## config.mk

```make
export PLATFORM = sky130hd
export DESIGN_NAME = wb_arbiter
export DESIGN_NICKNAME = d
export VERILOG_FILES = /design/src/rtl/wb_arbiter.sv
export SDC_FILE = /design/constraint.sdc
export NUM_CORES = 1
export LEC_CHECK = 0
export CAP_MARGIN = 20
export CORE_MARGIN = 2
export CORE_UTILIZATION = 35
export CTS_CLUSTER_DIAMETER = 200
export DETAILED_ROUTE_END_ITERATION = 10
export GPL_TIMING_DRIVEN = 0
export PLACE_DENSITY = 0.76
export SKIP_CTS_REPAIR_TIMING = 1
export SLEW_MARGIN = 20
export SYNTH_ARGS = -nofsm -noshare
export SYNTH_HDL_FRONTEND = slang
export SYNTH_SLANG_ARGS = --single-unit
```

## constraint.sdc

```tcl
create_clock -name clk_i -period 3.5 [get_ports clk_i]
set_input_delay 0.35 -clock clk_i [delete_from_list [all_inputs] [get_ports clk_i]]
set_output_delay 0.35 -clock clk_i [all_outputs]
set_load 0.01 [all_outputs]
```

## src/rtl/wb_arbiter.sv

```systemverilog
// Writeback arbiter: merges the in-order pipeline result and a small long-latency FIFO onto the
// single register-file write port. Define WB_ARB_BYPASS_EN to enable the pending-write bypass outputs.
module wb_arbiter #(
   parameter int DEPTH      = 2,
   parameter int STARVE_MAX = 4,
   parameter int XLEN       = 32
) (
   input  logic                     clk_i,
   input  logic                     rst_i,
   input  logic                     pipe_valid_i,
   input  logic [4:0]               pipe_rd_addr_i,
   input  logic [XLEN-1:0]          pipe_data_i,
   input  logic                     lu_valid_i,
   input  logic [4:0]               lu_rd_addr_i,
   input  logic [XLEN-1:0]          lu_data_i,
   output logic                     lu_ready_o,
   output logic                     stall_o,
   output logic                     rf_we_o,
   output logic [4:0]               rf_rd_addr_o,
   output logic [XLEN-1:0]          rf_wdata_o,
   input  logic [4:0]               rs1_addr_i,
   input  logic [4:0]               rs2_addr_i,
   output logic                     rs1_fwd_valid_o,
   output logic [XLEN-1:0]          rs1_fwd_data_o,
   output logic                     rs2_fwd_valid_o,
   output logic [XLEN-1:0]          rs2_fwd_data_o,
   output logic [$clog2(DEPTH):0]   buf_count_o
);

   localparam int AW = $clog2(DEPTH);
   localparam int CW = AW + 1;
   localparam int SW = $clog2(STARVE_MAX + 1);

   logic [4:0]      addr_mem [DEPTH];
   logic [XLEN-1:0] data_mem [DEPTH];

   logic [AW-1:0]   wr_ptr_q, wr_ptr_d;
   logic [AW-1:0]   rd_ptr_q, rd_ptr_d;
   logic [CW-1:0]   count_q, count_d;
   logic [SW-1:0]   starve_q, starve_d;
   logic            rf_we_q, rf_we_d;
   logic [4:0]      rf_addr_q, rf_addr_d;
   logic [XLEN-1:0] rf_data_q, rf_data_d;

   logic            full, empty, push, grant_fifo, grant_pipe;
   logic [4:0]      head_addr;
   logic [XLEN-1:0] head_data;

   always_comb begin
      full       = (count_q == CW'(DEPTH));
      empty      = (count_q == '0);
      head_addr  = addr_mem[rd_ptr_q];
      head_data  = data_mem[rd_ptr_q];
      // Head wins when full or starved; otherwise pipeline first, FIFO only in idle slots.
      grant_fifo = !empty && (full || (starve_q == SW'(STARVE_MAX)) || !pipe_valid_i);
      grant_pipe = pipe_valid_i && !grant_fifo;
      // rd=0 results are accepted but never occupy an entry.
      push       = lu_valid_i && !full && (lu_rd_addr_i != 5'd0);

      wr_ptr_d = push       ? wr_ptr_q + 1'b1 : wr_ptr_q;
      rd_ptr_d = grant_fifo ? rd_ptr_q + 1'b1 : rd_ptr_q;

      case ({push, grant_fifo})
         2'b10:   count_d = count_q + 1'b1;
         2'b01:   count_d = count_q - 1'b1;
         default: count_d = count_q;
      endcase

      starve_d = starve_q;
      if (empty || grant_fifo) begin
         starve_d = '0;
      end else if (starve_q != SW'(STARVE_MAX)) begin
         starve_d = starve_q + 1'b1;
      end

      rf_we_d   = 1'b0;
      rf_addr_d = rf_addr_q;
      rf_data_d = rf_data_q;
      if (grant_fifo && (head_addr != 5'd0)) begin
         rf_we_d   = 1'b1;
         rf_addr_d = head_addr;
         rf_data_d = head_data;
      end else if (grant_pipe && (pipe_rd_addr_i != 5'd0)) begin
         rf_we_d   = 1'b1;
         rf_addr_d = pipe_rd_addr_i;
         rf_data_d = pipe_data_i;
      end
   end

   always_ff @(posedge clk_i or posedge rst_i) begin
      if (rst_i) begin
         wr_ptr_q  <= '0;
         rd_ptr_q  <= '0;
         count_q   <= '0;
         starve_q  <= '0;
         rf_we_q   <= 1'b0;
         rf_addr_q <= '0;
         rf_data_q <= '0;
      end else begin
         wr_ptr_q  <= wr_ptr_d;
         rd_ptr_q  <= rd_ptr_d;
         count_q   <= count_d;
         starve_q  <= starve_d;
         rf_we_q   <= rf_we_d;
         rf_addr_q <= rf_addr_d;
         rf_data_q <= rf_data_d;
      end
   end

   // Storage needs no reset: entries are only read while count_q says they are valid.
   always_ff @(posedge clk_i) begin
      if (push) begin
         addr_mem[wr_ptr_q] <= lu_rd_addr_i;
         data_mem[wr_ptr_q] <= lu_data_i;
      end
   end

   assign lu_ready_o   = !full;
   assign stall_o      = pipe_valid_i && !grant_pipe;
   assign rf_we_o      = rf_we_q;
   assign rf_rd_addr_o = rf_addr_q;
   assign rf_wdata_o   = rf_data_q;
   assign buf_count_o  = count_q;

`ifdef WB_ARB_BYPASS_EN
   // Covers the cycle where the RF write is pending and its read port still returns old data.
   assign rs1_fwd_valid_o = rf_we_q && (rf_addr_q == rs1_addr_i) && (rs1_addr_i != 5'd0);
   assign rs2_fwd_valid_o = rf_we_q && (rf_addr_q == rs2_addr_i) && (rs2_addr_i != 5'd0);
   assign rs1_fwd_data_o  = rf_data_q;
   assign rs2_fwd_data_o  = rf_data_q;
`else
   logic unused_rs;
   assign unused_rs       = ^{rs1_addr_i, rs2_addr_i};
   assign rs1_fwd_valid_o = 1'b0;
   assign rs2_fwd_valid_o = 1'b0;
   assign rs1_fwd_data_o  = '0;
   assign rs2_fwd_data_o  = '0;
`endif

   a_no_push_when_full : assert property (@(posedge clk_i) disable iff (rst_i)
      !(lu_valid_i && !lu_ready_o));

endmodule

```

* After elaboration in Yosys (flattened, before gate mapping)
Memory sizes are Yosys's and may differ from the RTL's. Cells that the tools add are included.
Word-level totals: logic and storage cells 52, memories 2, bits in read-only memories 0, bits in registers 45, output and inout bits 108, RAM bits 74, input bits 88, latch bits 0
Memory list:
- data_mem | depth 2, bits a word 32, read ports 1, clocked after memory_dff 0, wr ports 1, RTL line 35 | logic [XLEN-1:0] data_mem [DEPTH];
- addr_mem | depth 2, bits a word 5, read ports 1, clocked after memory_dff 0, wr ports 1, RTL line 34 | logic [4:0] addr_mem [DEPTH];
Operators by class: reductions and logical operators 22, $mul 0, divide/modulo/power cells 0, muxes and demuxes 11, bitwise operators 0, shift operators 0, $lt $le $gt $ge 0, eq/ne operators 5, add/subtract/negate cells 5
Operators by type and width (count):
- $mux W32 | 2
- $reduce_bool A5 Y1 | 3
- $mux W5 | 2
- $logic_and A1 B1 Y1 | 7
- $mux W3 | 2
- $reduce_bool A2 Y1 | 3
- $logic_not A1 Y1 | 5
- $eq A2 B2 Y1 const B | 2
- $mux W1 | 4
- $pmux W2 S2 | 1
- $add A3 B1 Y3 const B | 1
- $eq A3 B3 Y1 const B | 1
- $logic_or A1 B1 Y1 | 3
- $ne A3 B3 Y1 const B | 1
- $add A1 B1 Y1 const B | 2
- $add A2 B1 Y2 const B | 1
- $eq A2 B1 Y1 const B | 1
- $logic_not A2 Y1 | 1
- $sub A2 B1 Y2 const B | 1

* Logic depth before layout (Yosys ltp)
Gate-level depths: netlist (run 1).
word-level depth 9, depth in mapped cells 9

* Worst setup path before layout (run 1)
OpenSTA, ideal clock, no wires.
path type reg-to-reg, start register count_q[0], in the netlist buf_count_o[0], end memory addr_mem[0][0], enable pin, stages on the path, launching flop included 4, data required time 3069 ps, data arrival time 2470 ps, slack 598 ps, path through dfrtp_1 -> nand2b_1 -> o211ai_1 -> nor2_1
On the way: longest elaborated chain between the ends 6
RTL lines:
- start, declared | RTL line 39 | logic [CW-1:0] count_q, count_d;
- start signal, assigned | RTL line 102 | count_q <= count_d;
- $eq A2 B2 Y1 | RTL line 50 | full = (count_q == CW'(DEPTH));
- $logic_not A1 Y1
- net lu_ready_o | RTL line 16 | output logic lu_ready_o,
- $logic_and A1 B1 Y1 (2 in series) | RTL line 58 | push = lu_valid_i && !full && (lu_rd_addr_i != 5'd0);
- $mux W1 | RTL line 112 | if (push) begin
- $mux W1 (not written as such) | RTL line 113 | addr_mem[wr_ptr_q] <= lu_rd_addr_i;
- end, declared | RTL line 34
The timed path passes the listed nets, and every way through them passes these cells.

* Worst setup path after layout (run 1)
start register starve_q[0], end output stall_o
On the way: longest elaborated chain between the ends 8
RTL lines:
- start, declared | RTL line 40 | logic [SW-1:0] starve_q, starve_d;
- start signal, assigned | RTL line 103 | starve_q <= starve_d;
- $eq A3 B3 Y1 | RTL line 55 | grant_fifo = !empty && (full || (starve_q == SW'(STARVE_MAX)) || !pipe_valid_i);
- $logic_or A1 B1 Y1 (2 in series) | RTL line 55
- $logic_and A1 B1 Y1 | RTL line 55
- net grant_fifo | RTL line 45 | logic full, empty, push, grant_fifo, grant_pipe;
- $logic_not A1 Y1 | RTL line 56 | grant_pipe = pipe_valid_i && !grant_fifo;
- $logic_and A1 B1 Y1 | RTL line 56
- $logic_not A1 Y1 | RTL line 119 | assign stall_o = pipe_valid_i && !grant_pipe;
- $logic_and A1 B1 Y1 | RTL line 119
- end, declared | RTL line 17 | output logic stall_o,
The timed path passes the listed nets, and every way through them passes these cells.

==> impl_metrics.env, run 1 <==
export IMPL_critical_path_class="reg -> out"
export IMPL_dp_hpwl_um=9083
export IMPL_cp_max_fo=6
export IMPL_p_total_mw=6.186
export IMPL_cp_arrival_ns=2.21
export IMPL_yosys_area_top_type="edfxtp_1"
export IMPL_grt_antenna_before_repair=0
export IMPL_grt_pass1_vias=3708
export IMPL_cp_end_kind="output pin"
export IMPL_leakage_nw=3.234
export IMPL_fin_util=0.5082
export IMPL_tightest_slew_ns=0.8640
export IMPL_syn_area_mm2=0.005368
export IMPL_area_delta_synth_final_pct=42.87
export IMPL_final_cells=798
export IMPL_grt_pass1_wl_um=19140
export IMPL_worst_path_most_repeated_cell="inv_1"
export IMPL_slew_headroom=0.4240
export IMPL_yosysMostFrequentCell="edfxtp_1"
export IMPL_start_util=0.3557
export IMPL_synth_compound_area_frac=0.09860
export IMPL_setup_violations=0
export IMPL_drt_first_pass_iters=4
export IMPL_synth_top_area_frac=0.4140
export IMPL_fin_worst_skew_ns=0.008961
export IMPL_yosys_warnings=0
export IMPL_core_mm2=0.01509
export IMPL_synth_edff_count=74
export IMPL_via_per_inst=4.475
export IMPL_synth_area_per_cell_um2=13.73
export IMPL_die_area_mm2=0.01634
export IMPL_max_freq_mhz=390.7
export IMPL_r2r_cells=8
export IMPL_ys_types=37
export IMPL_drive_gt1_frac=0.2082
export IMPL_drt_initial_drc_count=119
export IMPL_dpl_cell_count=766
export IMPL_max_stage_delay_ns=0.53
export IMPL_cp_slowest_cell="clkdlybuf4s50_1"
export IMPL_yosys_most_used_dff="edfxtp_1"
export IMPL_die_y_um=127.8
export IMPL_finalCriticalPeriod_ns=2.560
export IMPL_cts_buffers=17
export IMPL_timing_final_crit_share=0.7313
export IMPL_pin_count=196
export IMPL_num_rows=45
export IMPL_routedWlPerCell_um=15.73
export IMPL_power_density_mw_per_mm2=806.7
export IMPL_cp_cell_sequence="inv_1 -> ha_1 -> nand2_1 -> a21o_1 -> inv_1 -> and2_1 -> clkdlybuf4s50_1"
export IMPL_synthXorXnorAreaFrac=0.008159
export IMPL_synthCells=391
export IMPL_ys_seq_area_frac=0.6238
export IMPL_whs_ns=0.3112
export IMPL_overflow=0
export IMPL_via_count=3571
export IMPL_h_tree_depth=4
export IMPL_hold_viol_final=0
export IMPL_synth_simple_gate_area_frac=0.05291
export IMPL_clock_sinks=119
export IMPL_routed_wl_um=12560
export IMPL_fill_cells=1348
export IMPL_synthArstFlopShare=0.3782
export IMPL_grt_max_degree=29
export IMPL_status="completed"
export IMPL_cts_tree="done"
export IMPL_antenna_cells=0
export IMPL_clk_pin_slew_ns=0.05
export IMPL_synth_top_cells_by_count="edfxtp_1 (74), buf_4 (69), dfrtp_1 (45)"
export IMPL_gr_usage_all_layers=0.1563
export IMPL_maxSlewViolCount=0
export IMPL_vdd_drop_max_v=0.0003590
export IMPL_synth_adder_area_share=0.006993
export IMPL_rsz0062_at_grt="false"
export IMPL_min_path_type="in -> async"
export IMPL_synth_top_family_by_area="buffers and inverters"
export IMPL_clock_path_buffers=2
export IMPL_critPathLaunchType="register"
export IMPL_cts_root_buffer_cell="clkbuf_16"
export IMPL_clk_latency_ns=0.40
export IMPL_synthMuxAreaShare=0.06970
export IMPL_postRouteAntennaNets=0
export IMPL_critPathRequiredTime_ns=3.15
export IMPL_drc=0
export IMPL_synth_top_cells_by_area="edfxtp_1 (41%), dfrtp_1 (21%), buf_4 (9.7%)"
export IMPL_gp_congestion=0.7795
export IMPL_numPortBuffers=119
export IMPL_synth_seq_cells=119
export IMPL_num_nets_final=688
export IMPL_maxCapViolCount=0
export IMPL_die_x_um=127.8
## sequential cells by signal (all words and copies together) (netlist names)
register	count
starve_q	3
rf_rd_addr_o	5
rf_we_o	1
buf_count_o	2
rf_wdata_o	32
rd_ptr_q	1
addr_mem	10
data_mem	64
wr_ptr_q	1
## where the power goes
| part | switching [mW] | total [mW] | internal, mW |
|---|---|---|---|
| clock | 0.558 | 1.63 | 1.07 |
| sequential | 0.211 | 2.20 | 1.99 |
| combinational | 1.22 | 2.36 | 1.14 |
## layout make-up
cell class                 count  area, um2  area share
sequential                   119       3348      0.4366
multi-input combinational    212       1531      0.1997
timing repair buffer         122       1251      0.1632
buffer                        84      593.1     0.07734
clock buffer                  25      475.5     0.06200
tap                          188      235.2     0.03067
inverter                      41      153.9     0.02007
clock inverter                 7      80.08     0.01044
## cells in the final DEF (no fill, tap or decap), types with 3 or more instances in the layout
master	n
clkdlybuf4s50_1	119
o221ai_2	20
dfrtp_1	45
edfxtp_1	74
clkinv_1	4
o221ai_1	14
conb_1	66
nand3_1	35
clkbuf_16	17
mux2_2	3
buf_4	69
and3_1	3
clkbuf_1	14
inv_1	40
o21ai_0	3
xnor2_1	4
or4_1	3
buf_2	3
buf_12	3
mux2i_1	34
ha_1	3
## worst max-delay path, delay by kind of cell (launching register included)
kind / cells / cell delay [ns]
AO/OA/AOI/OAI: 1 / 0.20
adder cells (fa/ha/maj): 1 / 0.18
AND/OR/NAND/NOR: 2 / 0.26
buffers and inverters: 3 / 0.78
flip-flops: 1 / 0.39
## metrics by stage
stage               TNS [ns]  instance area, um2  worst slack, ns
floorplan                  0                5612           0.5982
CTS                        0                7669           0.9219
global route               0                7669           0.7882
global placement      -56.56                7038          -0.7683
detailed placement         0                7113           0.8300
finish                     0                7669           0.9404
## cell families after synthesis
group | count (synthesis)
buf+inv | 125
flops | 119
simple gates | 53
compound gates | 48
mux | 37
xor+xnor | 5
fa+ha+maj | 3
other cells | 1
## worst paths after layout
path / from / end / slack, ns
worst max-delay path: starve_q[0]$_DFFE_PP0P_ / stall_o / 0.94
worst min-delay path: rst_i / rf_wdata_o[10]$_DFFE_PP0P_ / 0.31
worst max register to register: starve_q[0]$_DFFE_PP0P_ / rf_wdata_o[13]$_DFFE_PP0P_ / 1.35
worst min register to register: data_mem[0][9]$_DFFE_PP_ / rf_wdata_o[9]$_DFFE_PP0P_ / 0.54
max in group asynchronous: rst_i / rf_wdata_o[7]$_DFFE_PP0P_ / 2.65
min in group clk_i: lu_data_i[25] / data_mem[0][25]$_DFFE_PP_ / 0.53
## metal layers
metal	global-route usage	vias to the layer above	part of all wire
li1	-	1702	-
met1	0.1801	1712	0.41
met2	0.2765	146	0.51
met3	0.04716	11	0.062
met4	0.05365	0	0.013
met5	0	-	0
Power figures use the tool's default switching activity.
==> inputs of run 2 (changes only) <==
Clock period 3.5 ns to 2.5 ns, I/O delays scaled along.
==> impl_metrics.env, run 2 (synthesized netlist as in run 1, its figures left out) <==
export IMPL_status="completed"
export IMPL_hold_viol_final=0
export IMPL_max_stage_delay_ns=0.56
export IMPL_finalCriticalPeriod_ns=2.166
export IMPL_clk_latency_ns=0.40
export IMPL_final_common_cell="clkdlybuf4s50_1"
export IMPL_leakage_nw=3.245
export IMPL_power_density_mw_per_mm2=1129
export IMPL_fin_util=0.5085
export IMPL_pin_count=196
export IMPL_maxCapViolCount=0
export IMPL_pre_cts_slack_ns=-0.07000
export IMPL_drt_initial_drc_count=119
export IMPL_die_x_um=127.8
export IMPL_drc=0
export IMPL_grt_antenna_before_repair=0
export IMPL_h_tree_depth=4
export IMPL_clock_sinks=119
export IMPL_gr_usage_all_layers=0.1563
export IMPL_final_cells=798
export IMPL_area_delta_synth_final_pct=42.96
export IMPL_routedWlPerCell_um=15.70
export IMPL_critPathLaunchType="input port"
export IMPL_numPortBuffers=119
export IMPL_critical_path_class="in -> reg"
export IMPL_clk_pin_slew_ns=0.05
export IMPL_critPathRequiredTime_ns=2.64
export IMPL_timing_final_crit_share=0.8662
export IMPL_antenna_cells=0
export IMPL_cp_cell_sequence="clkdlybuf4s50_1 -> or4_1 -> o211ai_1 -> nor2_4 -> buf_12"
export IMPL_tightest_slew_ns=0.8640
export IMPL_dpl_cell_count=766
export IMPL_clock_path_buffers=2
export IMPL_vdd_drop_max_v=0.0005039
export IMPL_rsz0062_at_grt="false"
export IMPL_max_freq_mhz=461.8
export IMPL_drive_gt1_frac=0.2115
export IMPL_maxSlewViolCount=0
export IMPL_min_path_type="in -> async"
export IMPL_setup_slack_ns=0.3344
export IMPL_final_cell_mix="clkdlybuf4s50_1 (118), edfxtp_1 (74), buf_4 (69)"
export IMPL_num_nets_final=688
export IMPL_cts_tree="done"
export IMPL_num_rows=45
export IMPL_cts_buffers=17
export IMPL_start_util=0.3557
export IMPL_drt_first_pass_iters=4
export IMPL_grt_pass1_wl_um=19140
export IMPL_grt_pass1_vias=3708
export IMPL_setup_violations=0
export IMPL_via_per_inst=4.486
export IMPL_cp_arrival_ns=2.31
export IMPL_slew_headroom=0.4240
export IMPL_critPathTopFamily="simple AND/OR/NAND/NOR gates"
export IMPL_via_count=3580
export IMPL_cp_end_kind="register"
export IMPL_die_y_um=127.8
export IMPL_die_area_mm2=0.01634
export IMPL_largest_reg_flops=64
export IMPL_dp_hpwl_um=9083
export IMPL_postRouteAntennaNets=0
export IMPL_cp_slowest_cell="or4_1"
export IMPL_grt_max_degree=29
export IMPL_overflow=0
export IMPL_path_buf_inv=2
export IMPL_whs_ns=0.2107
export IMPL_cp_max_fo=25
export IMPL_routed_wl_um=12530
export IMPL_regMostFlops="data_mem"
export IMPL_fin_worst_skew_ns=0.008271
export IMPL_cts_root_buffer_cell="clkbuf_16"
export IMPL_core_mm2=0.01509
export IMPL_gp_congestion=0.7795
## run 2: changes by cell type in the layout (fill, tap and decap cells not counted)
cell,delta
clkdlybuf4s50_1,-1
dlymetal6s2s_1,+1
ha_1,-1
ha_2,+1
inv_1,-1
inv_2,+1
## run 2: through the flow
step,TNS (ns),cell area (um2),total power [mW]
global route,0,7674,9.138
finish,0,7674,8.663
floorplan,-29.73,5612,4.997
global placement,-123.16,7038,6.300
detailed placement,-3.157,7113,6.443
CTS,0,7669,8.760
## run 2: power by group
group	internal [mW]	switching, mW	leakage [nW]
clock network	1.50	0.782	0.269
registers	2.78	0.295	1.23
logic	1.59	1.71	1.75
## run 2: final timing paths
path	slack, ns	to	from	cells after the start
worst max-delay path	0.33	data_mem[1][27]$_DFFE_PP_	lu_rd_addr_i[0]	5
max in group asynchronous	1.75	rf_wdata_o[7]$_DFFE_PP0P_	rst_i	3
worst min-delay path	0.21	rf_wdata_o[10]$_DFFE_PP0P_	rst_i	2
min in group clk_i	0.43	data_mem[0][25]$_DFFE_PP_	lu_data_i[25]	1
worst min register to register	0.54	rf_wdata_o[9]$_DFFE_PP0P_	data_mem[0][9]$_DFFE_PP_	2
worst max register to register	0.37	rf_wdata_o[13]$_DFFE_PP0P_	starve_q[0]$_DFFE_PP0P_	8
## run 2: routing by layer
layer | track usage | share of wire
met4 | 0.05365 | 0.013
met5 | 0 | 0
met3 | 0.04716 | 0.061
met2 | 0.2765 | 0.51
met1 | 0.1801 | 0.42
## run 2: area by class of cell
class / count / area, um2
buffer: 84 / 593.1
inverter: 41 / 153.9
clock inverter: 7 / 80.08
timing repair buffer: 122 / 1254
multi-input combinational: 212 / 1534
tap: 188 / 235.2
sequential: 119 / 3348
fill: 1347 / 7416
clock buffer: 25 / 475.5
## run 2: worst register-to-register path, stage by stage, from the launching register on
cell,delay [ns]
dfrtp_1,0.36
inv_1,0.06
ha_2,0.19
nand2_1,0.12
a21o_1,0.18
buf_2,0.26
clkbuf_1,0.57
nand3_1,0.20
o221ai_2,0.11
==> edit, RTL diff (flow settings as in run 1) <==
Make the reset (`rst_i`) synchronous in one clocked block.
--- a/src/rtl/wb_arbiter.sv
+++ b/src/rtl/wb_arbiter.sv
@@ -87,7 +87,7 @@
       end
    end
 
-   always_ff @(posedge clk_i or posedge rst_i) begin
+   always_ff @(posedge clk_i) begin
       if (rst_i) begin
          wr_ptr_q  <= '0;
          rd_ptr_q  <= '0;
Check against the original RTL: differs if rst_i is asserted again (counterexample within 4 cycles, from zero or initial values and one cycle with rst_i high); with rst_i held inactive, the same outputs for 4 cycles.
==> edit against run 1 <==
- wire length rose by 11%
- setup slack got worse by 0.28 ns
- fmax is 9.8% lower
- clock skew about the same
- total power shrank 12%
- die area down 0.68%
- cell count rose by 3.1%
- sequential power shrank 12%
- synthesized area fell by 0.70%
- via count increased by 12%
- sequential cell count is 1 higher
- design area hardly changed
==> edit: results <==
metrics = {
    "run_status": {
        "outcome": "completed",
    },
    "worst_setup_path": {
        "rr_startpoint": "starve_q[0]",
        "crit_fanout": 10,
        "reg2reg_to": "buf_count_o[1]",
        "slowest_stage": "clkdlybuf4s50_1",
    },
    "layout": {
        "drive_gt1_frac": 0.2520,
        "syn2layout_area_growth_pct": 43.90,
        "largest_register_ffs": 64,
        "fillCellCount": 1350,
    },
    "timing": {
        "whs_ns": 0.3867,
        "fin_skew_ns": 0.008828,
        "relSlewSlack": 0.5156,
        "fin_ws_ns": 0.6618,
    },
    "synthesis": {
        "async_flop_share": 0,
        "yosysUniqueCellTypes": 42,
        "syn-mean-instance-area_um2": 12.72,
        "ys_top_cells_by_count": "74 x edfxtp_1, 66 x buf_4, 46 x dfxtp_1, 36 x mux2_2, 36 x o211ai_1",
    },
    "placement": {
        "dpl-instance-area_um2": 7051,
        "routabilityCongestion": 0.7995,
        "dpl_worst_slack_ns": 0.8259,
        "dp_cells": 791,
        "io_buffers": 117,
        "hpwl_um": 10210,
    },
    "grt": {
        "grt_pass1_wl_um": 21450,
        "grt_max_degree": 21,
        "grt_pass1_vias": 4063,
        "track_usage": 0.1742,
    },
    "power_and_ir_drop": {
        "peakVddDrop_mv": 0.3110,
        "p_leak_nw": 2.915,
        "finalPower_mw": 5.461,
        "pg_comb_mw": 1.72,
        "power_clock_mw": 1.81,
    },
    "cts": {
        "cts_buffers": 17,
    },
    "route": {
        "vias_per_cell": 4.842,
        "wl_per_cell_um": 16.91,
        "num_vias": 3985,
    },
    "min_path": {
        "hold_class": "primary input to flop",
    },
}
==> edit: layout make-up <==
class | instances | area share
plain buffers | 99 | 0.08728
clock buffers | 18 | 0.05726
clock inverters | 14 | 0.02349
inverters | 4 | 0.001958
multi-input cells | 261 | 0.2297
flip-flops and latches | 120 | 0.4098
well taps | 188 | 0.03067
repair buffers | 119 | 0.1599
==> edit: logic make-up (layout without fill, tap and decap cells) <==
group | after synthesis | after routing | share of synthesized area
buffers and inverters | 103 | 254 | 0.1284
AOI/OAI and AO/OA | 115 | 115 | 0.1556
adders and majority gates | 3 | 3 | 0.007043
xor gates and xnor gates | 4 | 4 | 0.006574
muxes | 37 | 37 | 0.07793
and+or+nand+nor | 36 | 36 | 0.03404
other | 1 | 66 | 0.0007035
DFF | 120 | 120 | 0.5897
==> edit: layer usage <==
metal	track usage	share of wire	vias up
met2	0.3083	0.51	190
met1	0.1980	0.40	1890
met5	0	0	-
met3	0.04816	0.075	22
li1	-	-	1883
met4	0.07240	0.016	0
